===== src/rtl/spr_pkg.sv =====
// Shared definitions for the sprite evaluation/fetch engine: render-word layout,
// OAM byte layout, attribute bits and the fetch FSM states.
package spr_pkg;

    localparam int W_LO_LSB   = 0;
    localparam int W_HI_LSB   = 8;
    localparam int W_XPOS_LSB = 16;
    localparam int W_PAL_LSB  = 24;
    localparam int W_PRIO     = 29;
    localparam int W_HFLIP    = 30;

    localparam logic [1:0] OAM_Y    = 2'd0;
    localparam logic [1:0] OAM_TILE = 2'd1;
    localparam logic [1:0] OAM_ATTR = 2'd2;
    localparam logic [1:0] OAM_X    = 2'd3;

    localparam int ATTR_VFLIP = 7;
    localparam int ATTR_HFLIP = 6;
    localparam int ATTR_PRIO  = 5;

    typedef enum logic [3:0] {
        IDLE, EV_ADDR, EV_CHK,
        F_TILE_A, F_TILE_D, F_ATTR_A, F_ATTR_D, F_X_A, F_X_D,
        F_LO_A, F_LO_D, F_HI_A, F_HI_D, LOAD, DONE
    } spr_state_e;

    typedef struct packed {
        logic [7:0] attr;
        logic [7:0] x;
        logic [7:0] hi;
        logic [7:0] lo;
    } spr_fields_t;

endpackage


===== src/rtl/spr_word_pack.sv =====
// Packs fetched sprite fields into the 32-bit render word; pattern bytes stay
// unflipped, hflip is carried as a flag for the renderer.
module spr_word_pack
    import spr_pkg::*;
(
    input  spr_fields_t f,
    output logic [31:0] word
);

    logic unused_attr;
    assign unused_attr = ^{f.attr[7], f.attr[4:2]};

    always_comb begin
        word                     = '0;
        word[W_LO_LSB +: 8]      = f.lo;
        word[W_HI_LSB +: 8]      = f.hi;
        word[W_XPOS_LSB +: 8]    = f.x;
        word[W_PAL_LSB +: 2]     = f.attr[1:0];
        word[W_PRIO]             = f.attr[ATTR_PRIO];
        word[W_HFLIP]            = f.attr[ATTR_HFLIP];
    end

endmodule


===== src/rtl/spr_fetch.sv =====
// Per-scanline sprite evaluation (64-entry OAM scan) followed by a pattern
// fetch per hit, loading one render word per renderer slot.
module spr_fetch
    import spr_pkg::*;
#(
    parameter logic SPR_TABLE = 1'b0,
    parameter int   MAX_SPR   = 8
) (
    input  logic        clk,
    input  logic        reset,
    input  logic        line_start,
    input  logic [7:0]  scanline,
    output logic [7:0]  oam_addr,
    input  logic [7:0]  oam_data,
    output logic [12:0] pat_addr,
    input  logic [7:0]  pat_data,
    output logic [31:0] spr_word,
    output logic [2:0]  spr_slot,
    output logic        spr_load,
    output logic [7:0]  slot_valid,
    output logic        sprite_overflow,
    output logic        busy,
    output logic        done
);

    localparam int SW = $clog2(MAX_SPR);
    localparam int CW = $clog2(MAX_SPR + 1);

    spr_state_e        state, state_d;
    logic [5:0]        n;
    logic [SW-1:0]     k, k_next;
    logic [CW-1:0]     hit_cnt;
    logic [5:0]        hit_idx [MAX_SPR];
    logic [7:0]        line_q;
    logic              ph;
    logic [2:0]        row;
    logic [7:0]        tile, attr, xpos, lo;
    logic [7:0]        row_calc;
    logic              hit;
    logic [5:0]        cur_idx;
    logic [2:0]        row_eff;
    logic [7:0]        oam_addr_d;
    logic [12:0]       pat_addr_d;
    logic [31:0]       word_next;
    spr_fields_t       fields;

    // Same subtraction serves the hit test and the fetch-time row recompute.
    assign row_calc = line_q - oam_data;
    assign hit      = (row_calc[7:3] == 5'd0);
    assign row_eff  = attr[ATTR_VFLIP] ? ~row : row;
    assign k_next   = (state == LOAD) ? k + 1'b1 : k;

    // The final entry's own hit is not in the list yet when fetch starts.
    assign cur_idx = (state == EV_CHK && hit_cnt == '0) ? n : hit_idx[k_next];

    assign fields = '{attr: attr, x: xpos, hi: pat_data, lo: lo};

    spr_word_pack u_pack (
        .f    (fields),
        .word (word_next)
    );

    assign spr_load = (state == LOAD);
    assign done     = (state == DONE);
    assign busy     = (state != IDLE) && (state != DONE);

    always_comb begin
        state_d = state;
        case (state)
            IDLE:     state_d = IDLE;
            EV_ADDR:  state_d = EV_CHK;
            EV_CHK: begin
                if (hit && hit_cnt == CW'(MAX_SPR))
                    state_d = F_TILE_A;
                else if (&n)
                    state_d = (hit || hit_cnt != '0) ? F_TILE_A : DONE;
                else
                    state_d = EV_ADDR;
            end
            F_TILE_A: state_d = F_TILE_D;
            F_TILE_D: state_d = ph ? F_ATTR_A : F_TILE_A;
            F_ATTR_A: state_d = F_ATTR_D;
            F_ATTR_D: state_d = F_X_A;
            F_X_A:    state_d = F_X_D;
            F_X_D:    state_d = F_LO_A;
            F_LO_A:   state_d = F_LO_D;
            F_LO_D:   state_d = F_HI_A;
            F_HI_A:   state_d = F_HI_D;
            F_HI_D:   state_d = LOAD;
            LOAD:     state_d = (CW'(k) + CW'(1) == hit_cnt) ? DONE : F_TILE_A;
            DONE:     state_d = IDLE;
            default:  state_d = IDLE;
        endcase
        if (line_start)
            state_d = EV_ADDR;
    end

    // Addresses are registered on entry to each address state so the memories
    // return data in the following cycle.
    always_comb begin
        oam_addr_d = oam_addr;
        pat_addr_d = pat_addr;
        case (state_d)
            EV_ADDR:  oam_addr_d = line_start ? 8'h00 : {n + 6'd1, 2'b00};
            F_TILE_A: oam_addr_d = {cur_idx, (state == F_TILE_D) ? OAM_TILE : OAM_Y};
            F_ATTR_A: oam_addr_d = {cur_idx, OAM_ATTR};
            F_X_A:    oam_addr_d = {cur_idx, OAM_X};
            F_LO_A:   pat_addr_d = {SPR_TABLE, tile, 1'b0, row_eff};
            F_HI_A:   pat_addr_d = {SPR_TABLE, tile, 1'b1, row_eff};
            default: ;
        endcase
    end

    always_ff @(posedge clk) begin
        if (reset) begin
            state           <= IDLE;
            n               <= '0;
            k               <= '0;
            hit_cnt         <= '0;
            for (int i = 0; i < MAX_SPR; i++) hit_idx[i] <= '0;
            line_q          <= '0;
            ph              <= 1'b0;
            row             <= '0;
            tile            <= '0;
            attr            <= '0;
            xpos            <= '0;
            lo              <= '0;
            oam_addr        <= '0;
            pat_addr        <= '0;
            spr_word        <= '0;
            spr_slot        <= '0;
            slot_valid      <= '0;
            sprite_overflow <= 1'b0;
        end else begin
            state    <= state_d;
            oam_addr <= oam_addr_d;
            pat_addr <= pat_addr_d;
            if (line_start) begin
                line_q          <= scanline;
                n               <= '0;
                k               <= '0;
                ph              <= 1'b0;
                hit_cnt         <= '0;
                slot_valid      <= '0;
                sprite_overflow <= 1'b0;
            end else begin
                case (state)
                    EV_CHK: begin
                        n <= n + 6'd1;
                        if (hit) begin
                            if (hit_cnt == CW'(MAX_SPR)) begin
                                sprite_overflow <= 1'b1;
                            end else begin
                                hit_idx[hit_cnt[SW-1:0]] <= n;
                                hit_cnt                  <= hit_cnt + 1'b1;
                            end
                        end
                    end
                    F_TILE_D: begin
                        ph <= ~ph;
                        if (ph) tile <= oam_data;
                        else    row  <= row_calc[2:0];
                    end
                    F_ATTR_D: attr <= oam_data;
                    F_X_D:    xpos <= oam_data;
                    F_LO_D:   lo   <= pat_data;
                    F_HI_D: begin
                        spr_word <= word_next;
                        spr_slot <= 3'(k);
                    end
                    LOAD: begin
                        slot_valid[k] <= 1'b1;
                        k             <= k + 1'b1;
                    end
                    default: ;
                endcase
            end
        end
    end

endmodule


===== config.mk =====
export PLATFORM = sky130hd
export DESIGN_NAME = spr_fetch
export DESIGN_NICKNAME = d
export VERILOG_FILES = /design/src/rtl/spr_pkg.sv /design/src/rtl/spr_word_pack.sv /design/src/rtl/spr_fetch.sv
export SDC_FILE = /design/constraint.sdc
export NUM_CORES = 1
export LEC_CHECK = 0
export CELL_PAD_IN_SITES_DETAIL_PLACEMENT = 1
export CELL_PAD_IN_SITES_GLOBAL_PLACEMENT = 1
export CORE_MARGIN = 8
export CORE_UTILIZATION = 43
export CTS_CLUSTER_SIZE = 12
export DETAILED_ROUTE_END_ITERATION = 6
export PLACE_DENSITY_LB_ADDON = 0.1
export SYNTH_ARGS = -nofsm -noshare
export SYNTH_HDL_FRONTEND = slang
export SYNTH_SLANG_ARGS = --single-unit
export TNS_END_PERCENT = 5

===== constraint.sdc =====
create_clock -name clk -period 4.8 [get_ports clk]
set_clock_uncertainty 0.15 [all_clocks]
set_input_delay 0.48 -clock clk [delete_from_list [all_inputs] [get_ports clk]]
set_output_delay 0.48 -clock clk [all_outputs]
set_load 0.01 [all_outputs]

# Yosys cells after proc, flatten, opt, wreduce, memory -nomap -nowiden
# Memories as Yosys holds them, arrays and structs flattened.
# Index checks and enable logic that the tools add are counted.
# word_totals
input_bits	27
output_inout_bits	68
elab_cells	102
reg_bits	122
ram_bits	48
memories	1
# mem_list
name	depth	word_bits	rd	rd_clocked_by_memory_dff	wr	line	source
hit_idx	8	6	1	0	8	spr_fetch.sv:33	logic [5:0] hit_idx [MAX_SPR];
# classes
eq_ne	23
add_sub_neg	5
n_lt_le_gt_ge	2
bitwise	5
reduce_logical	22
n_mux	27
# ops
operator	count
one-hot mux 4 bit (13 select lines)	1
equality test 4 bit (second input constant)	10
one-hot mux 8 bit (4 select lines)	1
one-hot mux 13 bit (2 select lines)	1
equality test 4 x 3 -> 1 bit (second input constant)	6
two-way mux 4 bit	5
equality test 4 x 2 -> 1 bit (second input constant)	3
two-way mux 3 bit	4
two-way mux 6 bit	2
AND reduction 3 bit	4
nonzero test 4 bit	3
two-way mux 1 bit	11
equality test 4 x 1 -> 1 bit (second input constant)	2
two-way mux 8 bit	1
bitwise OR 8 bit	1
AND reduction 2 bit	4
subtractor 8 bit	1
adder 6 x 1 -> 6 bit (second input constant)	1
AND reduction 6 bit	1
OR reduction 6 bit	1
logical NOT 5 bit	1
adder 3 x 1 -> 4 bit (second input constant)	1
adder 4 x 1 -> 4 bit (second input constant)	1
equality test 4 bit	1
other kinds (12)	17

# Depth between registers and ports, before layout
# logic_depth
depth_word	10
depth_mapped	14
ltp_nobuf	13

# Modules after synthesis
# Synthesis repeated with hierarchy kept, for this count alone.
# unflattened
cells_unflattened	858
area_unflattened_um2	8314.2
# modules_own_cells
mod	cells_each	instances	area_per_inst_um2	seq_area_each_um2
spr_fetch	825	1	8070.2	3943.8
spr_word_pack	33	1	244.0	0.0

# Least setup slack after synthesis
# Ideal clock, no wire load.
# synth_path
kind	input to register
from	input port oam_data[0]
to	memory hit_idx[2][0], enable pin
required_time_ns	4.334
path_slack_ns	1.197
arrival_time_ns	3.138
path_stages	11
path_cell_list	ha_1 inv_1 fa_1 a211oi_2 o211ai_1 a311oi_2 a221oi_4 nor4_2 nor2b_1 clkbuf_1 a21o_1
# synth_lines
item	line	source
start, declared	spr_fetch.sv:14	input logic [7:0] oam_data,
end, declared	spr_fetch.sv:33	

# Final worst setup path
# layout_path
from	input port oam_data[0]
to	register oam_addr[4]
# layout_between
elab_chain_cells	10
word_cells_on_any_way	15
cone_classes	add/sub: 1; eq/ne: 4; mux: 6; reduce/logical: 4
# layout_lines
item	line	source
subtractor 8 bit (*)	spr_fetch.sv:48	assign row_calc = line_q - oam_data;
logical NOT 5 bit (*)	spr_fetch.sv:49	assign hit = (row_calc[7:3] == 5'd0);
logical OR 1 bit	spr_fetch.sv:76	state_d = (hit || hit_cnt != '0) ? F_TILE_A : DONE;
two-way mux 4 bit	spr_fetch.sv:76	
two-way mux 4 bit	spr_fetch.sv:75	else if (&n)
two-way mux 4 bit (*)	spr_fetch.sv:73	if (hit && hit_cnt == CW'(MAX_SPR))
one-hot mux 4 bit (13 select lines) (*)	spr_fetch.sv:69	case (state)
two-way mux 4 bit (*)	spr_fetch.sv:94	if (line_start)
equality test 4 x 3 -> 1 bit (tied with other cells)	spr_fetch.sv:103	case (state_d)
one-hot mux 8 bit (4 select lines) / nonzero test 4 bit (equally long branches)	--	
end signal, assigned	spr_fetch.sv:136	oam_addr <= oam_addr_d;
end, declared	spr_fetch.sv:13	output logic [7:0] oam_addr,
# Mark *: on every way between the ends. The rest lies on a longest branch, timed or not.
# A chain may end at the register's enable or synchronous reset.

==> results.cfg <==
[outcome]
status = finished, final reports clean

[synthesis]
mappedNetlistArea_mm2 = 0.00776
ys.flop_type = dfxtp_1
synth.avg_cell_area_um2 = 9.77
ys.warnings.count = 0
synthArstFlopShare_pct = 0
synth_cell_types = 64
synth_edf_count = 48
ys_ff_latch = 166
ys_seq_area_share_pct = 49.0
syn_inst = 794

[cells_and_area]
final_common_cell = dfxtp_1
antenna_cells = 0
area_growth_pct = 21.8
nets = 906
layout-drive-gt1-share_pct = 10.8
final_cell_mix = 118 x dfxtp_1, 107 x nor2_1, 88 x clkdlybuf4s50_1

[worst_setup_path]
critical_path.max_stage_delay_ns = 0.59
crit_chain = clkdlybuf4s50_1 -> ha_1 -> inv_1 -> fa_1 -> a211oi_2 -> nor2_1 -> a211oi_1 -> nand4_1 -> o21ai_2 -> a31oi_1 -> o32ai_4 -> mux2_4 -> o2bb2ai_1
end_kind = flop
path_class = in -> reg
start_kind = input pin
worstPathArrival_ns = 4.43
cp_max_fo = 6
crit_family = compound AO/OA/AOI/OAI gates
cp.required_ns = 5.00
critPathSlowestCell = clkdlybuf4s50_1
path_buf_inv = 2

[die]
die_w_um = 150
die_h_um = 150
core_mm2 = 0.0178
placementRows = 49
die_area_mm2 = 0.0226
boundaryPins = 95
start_util_pct = 43.5

[clocking]
cts_setup_buffers = 0
cts_hold_buf = 0
cts_resized = 0
htreeDepth = 4
cts_root_buf = clkbuf_16
clkTransAtPathRegs_ns = 0.07
worstSkewPairLatency_ns = 0.43
cts_sinks = 166
clk_path_buf_depth = 2
cts-buffers-inserted = 17
cts_tree = yes

[run]
cap_violations = 0

[grt]
grtUsageTotal_pct = 19.1
grt_overflow = 0
grt_pass1_wl_mm = 33.8
grt_pass1_vias = 6369
antenna_found_initial = 0
grt_start_max_net_pins = 93

[sta]
finalHoldViolCount = 0
fmax_ghz = 0.236
finalCritPeriodShare_pct = 88.2
worst_pin_slew_ns = 1.12
whs_ns = 0.271
period_minus_slack_ns = 4.23
final.setup.tns_ns = 0
slew_viol_final = 0
setup_violations = 0
relSlewSlack_pct = 25.2
rsz0062_at_grt = no

[detailed_routing]
dr.pass1.iters = 4
routed_wl_mm = 21.1
wl_per_cell_um = 19.1
vias = 5939
ant_nets = 0
viasPerCell = 5.36
initialDrtViolationCount = 284
drc = 0

[placement]
numPortBuffers = 89
gp_congestion = 0.890
place_hpwl_mm = 15.5

[power]
p_total_mw = 3.05
leakage_nw = 3.45
ir_drop_mv = 0.238
p_per_area_mw_per_mm2 = 323

[hold_path]
hp-class = in -> reg
-- metal layers --
metal	wire (µm)	vias to the layer above	track usage [%]
li1	-	2892	-
met1	8870	2925	21.8
met2	11100	97	34.3
met3	821	25	4.63
met4	314	0	6.70
met5	0	-	0
-- synthesized netlist by cell type, types with 10 or more instances --
cell	n	area (µm²)
a21oi_1	56	280
and2_1	37	231
and3_1	19	119
clkbuf_1	43	161
dfxtp_1	118	2360
edfxtp_1	48	1440
ha_1	11	138
inv_1	21	78.8
mux2i_1	52	521
nand2_1	87	327
nand2b_1	10	62.6
nor2_1	107	402
nor3_1	10	50.1
o21ai_0	18	90.1
xnor2_1	11	96.3
-- path summary, 6_finish.rpt --
check	startpoint	to	slack, ns	cells past startpoint
setup / recovery	oam_data[0]	oam_addr[4]	0.57	13
setup reg to reg	line_q[0]	oam_addr[4]	0.89	13
hold reg to reg	spr_word[13]	spr_word[13]	0.31	2
hold / removal	reset	sprite_overflow	0.27	3
-- state kept, by name, indices dropped and copies added, names as in the netlist --
register	cells
sprite_overflow	1
hit_cnt	4
tile	8
k	3
ph	1
spr_word	28
oam_addr	8
attr	5
state	4
xpos	8
pat_addr	12
row	3
n	6
spr_slot	3
slot_valid	8
lo	8
line_q	8
hit_idx	48
-- per-stage QoR --
step / util, % / area [µm²] / worst slack (ns) / cells
2_1_floorplan: - / 7770 / 1.20 / 798
3_3_place_gp: 49.6 / 8840 / 0.374 / 1077
3_5_place_dp: 49.6 / 8840 / 0.133 / 1077
4_1_cts: 53.0 / 9450 / 0.589 / 1109
5_1_grt: 53.0 / 9450 / 0.330 / 1109
6_report: 53.0 / 9450 / 0.568 / 1109
-- power by group --
part	internal, mW	total [mW]	switching (mW)
sequential	1.46	1.47	0.0126
clock	0.799	1.41	0.608
combinational	0.0672	0.169	0.102
-- worst register-to-register path, stage by stage (launching register included) --
cell	delay (ns)
dfxtp_1	0.32
inv_1	0.06
ha_1	0.15
inv_1	0.06
fa_1	0.43
a211oi_2	0.41
nor2_1	0.09
a211oi_1	0.20
nand4_1	0.33
o21ai_2	0.31
a31oi_1	0.26
o32ai_4	0.56
mux2_4	0.34
o2bb2ai_1	0.15
-- cell families after synthesis --
logic type      count (synthesis)  share of synthesized area, %
simple gates                  320                          20.5
flops                         166                          49.0
compound gates                133                          11.8
buf+inv                        76                          4.11
mux                            67                          10.3
xor+xnor                       19                          2.14
fa+ha+maj                      12                          2.03
other cells                     1                        0.0483
-- cell type report --
type,count,area [µm²]
inverter,21,78.8
multi-input combinational,556,3670
clock inverter,14,165
clock buffer,18,439
sequential,166,3800
fill,1952,8390
timing repair buffer,105,1010
tap,229,287
(Power assumes the default switching activity.)
